### config.mk
export PLATFORM = sky130hd
export DESIGN_NAME = key_debounce_led
export DESIGN_NICKNAME = d
export VERILOG_FILES = /design/src/rtl/key_pkg.sv /design/src/rtl/key_debounce_ch.sv /design/src/rtl/key_debounce_led.sv
export SDC_FILE = /design/constraint.sdc
export NUM_CORES = 1
export LEC_CHECK = 0
export CORE_ASPECT_RATIO = 1.5
export CORE_MARGIN = 2
export CORE_UTILIZATION = 45
export DETAILED_ROUTE_END_ITERATION = 7
export SYNTH_ARGS = -nofsm -noshare
export SYNTH_HDL_FRONTEND = slang
export SYNTH_SLANG_ARGS = --single-unit
### constraint.sdc
create_clock -name clk -period 3 [get_ports clk]
set_input_delay 0.9 -clock clk [delete_from_list [all_inputs] [get_ports clk]]
set_output_delay 0.9 -clock clk [all_outputs]
set_load 0.05 [all_outputs]
### src/rtl/key_pkg.sv
// key_pkg: default parameters and counter-width helper for key_debounce_led
package key_pkg;
  localparam int N_DEF = 4;
  localparam int SYNC_STAGES_DEF = 2;
  localparam int DEBOUNCE_CYCLES_DEF = 1_000_000;
  function automatic int cnt_width(input int cycles);
    return (cycles > 2) ? $clog2(cycles) : 1;
  endfunction
endpackage

### src/rtl/key_debounce_ch.sv
// key_debounce_ch: one channel of synchroniser, stability counter, debounced level and event pulses
module key_debounce_ch
  import key_pkg::*;
#(
  parameter int SYNC_STAGES = SYNC_STAGES_DEF,
  parameter int DEBOUNCE_CYCLES = DEBOUNCE_CYCLES_DEF
) (
  input  logic clk,
  input  logic rst,
  input  logic key,
  output logic state,
  output logic nxt,
  output logic press,
  output logic rel
);
  localparam int CW = cnt_width(DEBOUNCE_CYCLES);
  logic [SYNC_STAGES-1:0] sync;
  logic [CW-1:0] cnt;
  logic s, done;
  assign s = sync[SYNC_STAGES-1];
  assign done = (s != state) && (cnt == CW'(DEBOUNCE_CYCLES - 1));
  assign nxt = done ? s : state;
  always_ff @(posedge clk) begin
    if (rst) begin
      sync <= '0;
      cnt <= '0;
      state <= 1'b0;
      press <= 1'b0;
      rel <= 1'b0;
    end else begin
      sync <= {sync[SYNC_STAGES-2:0], ~key};
      cnt <= (s == state || done) ? '0 : cnt + 1'b1;
      state <= nxt;
      press <= done & s;
      rel <= done & ~s;
    end
  end
endmodule

### src/rtl/key_debounce_led.sv
// key_debounce_led: N-channel key debounce with press/release pulses and LED drive
// Define KEY_LED_TOGGLE_EN for toggle-on-press LEDs; otherwise LEDs follow the debounced level.
module key_debounce_led
  import key_pkg::*;
#(
  parameter int N = N_DEF,
  parameter int SYNC_STAGES = SYNC_STAGES_DEF,
  parameter int DEBOUNCE_CYCLES = DEBOUNCE_CYCLES_DEF
) (
  input  logic         clk,
  input  logic         rst,
  input  logic [N-1:0] key,
  output logic [N-1:0] key_state,
  output logic [N-1:0] key_press,
  output logic [N-1:0] key_release,
  output logic [N-1:0] led
);
  logic [N-1:0] nxt;
  for (genvar g = 0; g < N; g++) begin : ch
    key_debounce_ch #(
      .SYNC_STAGES(SYNC_STAGES),
      .DEBOUNCE_CYCLES(DEBOUNCE_CYCLES)
    ) u_ch (
      .clk(clk),
      .rst(rst),
      .key(key[g]),
      .state(key_state[g]),
      .nxt(nxt[g]),
      .press(key_press[g]),
      .rel(key_release[g])
    );
  end
  always_ff @(posedge clk) begin
`ifdef KEY_LED_TOGGLE_EN
    led <= rst ? '0 : led ^ (nxt & ~key_state);
`else
    led <= rst ? '0 : nxt;
`endif
  end
endmodule

==> results.cfg <==
[routing]
drc_errors = 0
viasPerCell = 5.54
drt-initial-drc-count = 163
final_antenna_net_count = 0
wl_per_cell_um = 12.9
dr.pass1.iters = 4
vias = 3482
drt_wl_total_mm = 8.13

[timing]
fin_crit_sh_pct = 83.2
fmax_mhz = 400
fin_tns_setup_ps = 0
rsz0062_at_grt = no
hold_viol = 0
tightest_slew_ps = 516
fin_skew_ps = 6.76
min_period_ps = 2500
drv_slew = 0
slew_headroom_pct = 65.4
setup_viol = 0

[setup_path]
slowest_stage = clkdlybuf4s50_1
critPathRequiredTime_ps = 2100
cp_max_fo = 5
crit_arrival_ps = 1600
crit_type = reg2out
cpLargestDelayFamily = buffers and inverters
crit_path_start_kind = register
cp.buffers_inverters = 1
critical_path.cell_chain = clkdlybuf4s50_1
cpPeakStageDelay_ps = 830
cp-end-kind = primary output

[global_routing]
grt_start_max_net_pins = 21
track_usage_pct = 16.3
antenna_found_initial = 0
overflow = 0
grt_pass1_wl_mm = 14.2
first_global_vias = 3266

[synthesis]
yosysTopAreaCellShare_pct = 45.3
synth_fp_nets = 517
yosys_register_bits = 100
yosysSeqAreaShare_pct = 45.3
syn_inst = 507
yosys.area.top_type = dfxtp_1
synth_most_common_cell = dfxtp_1
ys.flop_type = dfxtp_1
ys_warn_count = 0
synth_area_um2 = 4420
synth_cell_type_count = 37
synth.top_cells.by_count = 100 x dfxtp_1, 65 x nor2_1, 35 x nand3_1, 33 x a21oi_1, 25 x nand2_1
synth_edf_count = 0
netlist_top_cells_area = dfxtp_1 45%, nor2_1 5.5%, xor2_1 4.8%
async_flop_share_pct = 0
synth.avg_cell_area_um2 = 8.72

[final_layout]
n_antenna_cell = 0
syn_to_final_growth_pct = 10.3
utilization_pct = 50.6
drive_gt1_share_pct = 5.65
fin_nets = 518

[run_status]
outcome = completed

[pwr]
ir_drop_v = 0.000351
pwr-share-clk_pct = 44.1
intPower_uw = 1910
leakage_uw = 0.00143
power_density_nw_per_um2 = 502
p_sw_share_pct = 21.9
pwr-share-seq_pct = 54.7
pwr-share-comb_pct = 1.2
power.switching_uw = 536

[clock_tree]
clk_latency_ps = 350
tritoncts_num_sinks = 100
cts_resized = 0
cts_htree_levels = 3
hold_buffers = 0
clk_path_buf_depth = 2
numCtsBuffers = 9
path_clk_slew_ps = 70
cts_tree = built
root_buffer = clkbuf_16
post_cts_buffers = 0

[die]
rows = 44
die_x_um = 84.9
coreArea_um2 = 9630
ioPinCount = 22
die_area_um2 = 10700
start_util_pct = 45.9
fp.dieH_um = 125

[place]
portBuffers = 21
gp_congestion = 0.798
dp_hpwl_mm = 5.66

[flow_run]
maxCapViolations = 0

[worst_hold_path]
hold_path_class = reg2reg
## metal layers
layer / vias to the layer above / GRT usage [%] / share of wire (%)
met2: 45 / 27.7 / 51
met3: 15 / 3.70 / 2.7
met4: 0 / 7.84 / 3.3
met1: 1635 / 19.1 / 43
met5: - / 0 / 0
li1: 1787 / - / -
## stage by stage
stage / power (µW) / hold WS [ps] / setup slack (ps) / std cells / cell area [µm²]
floorplan: 1390 / 413 / 1040 / 507 / 4420
global placement: 1400 / 422 / 656 / 612 / 4600
detailed placement: 1400 / 429 / 615 / 612 / 4600
CTS: 2480 / 445 / 480 / 628 / 4880
global route: 2540 / 463 / 466 / 628 / 4880
finish: 2450 / 443 / 503 / 628 / 4880
## final cells by class
| class | instances | area, µm² |
|---|---|---|
| sequential | 100 | 2000 |
| inverter | 14 | 52.6 |
| clock buffer | 9 | 225 |
| fill | 889 | 4760 |
| tap | 115 | 144 |
| timing repair buffer | 24 | 233 |
| clock inverter | 7 | 52.6 |
| multi-input combinational | 359 | 2170 |
## flip-flops by register name, summed over array words and instances (netlist names)
register       cells
ch.u_ch.sync       8
ch.u_ch.press      4
ch.u_ch.rel        4
ch.u_ch.cnt       80
led                4
## cells by family after synthesis
family	count (synthesis)	synth area share, %
and+or+nand+nor	239	29.6
xor gates and xnor gates	47	9.31
adders and majority gates	4	1.13
buffers and inverters	48	5.69
AOI/OAI and AO/OA	69	9.00
DFF	100	45.3
## power by group through the flow
stage          clock [µW]  sequential [µW]  combinational, µW
2_1_floorplan           0             1370               18.8
3_3_place_gp            0             1370               30.3
3_5_place_dp            0             1370               30.6
4_1_cts              1110             1340               30.7
5_1_grt              1170             1340               33.8
6_report             1080             1340               30.1
## final timing paths
path	startpoint	endpoint	slack, ps	depth (start not counted)
max	led[2]$_SDFFE_PP0P_	led[2]	500	1
min	ch[0].u_ch.sync[0]$_SDFF_PP0_	ch[0].u_ch.sync[1]$_SDFF_PP0_	440	1
max reg2reg	ch[0].u_ch.cnt[0]$_SDFF_PP0_	ch[0].u_ch.cnt[18]$_SDFF_PP0_	860	5
min reg2reg	ch[0].u_ch.sync[0]$_SDFF_PP0_	ch[0].u_ch.sync[1]$_SDFF_PP0_	440	1
## placed cells by master (no fill, tap or decap), drive strengths merged
cell,instances
nand3b,1
nand2b,2
and3,12
clkinvlp,4
and2,3
or3b,1
nor3b,1
or3,17
and4,5
xor2,24
clkdlybuf4s50,21
or2,1
nor4,6
clkbuf,9
nor2b,5
nor4b,5
o21ai,24
nand3,36
or4,21
nand4,18
nand2,25
xnor2,23
nor3,10
dfxtp,100
inv,15
clkinv,2
o31ai,12
a21oi,33
buf,3
ha,4
or4b,5
nor2,65
## worst register-to-register path: cells and delay by family, from the launching register on
kind | cells | cell delay (ps)
AOI/OAI and AO/OA | 1 | 140
adders and majority gates | 1 | 250
DFF | 1 | 400
and+or+nand+nor | 3 | 1290
(Power assumes the default switching activity.)
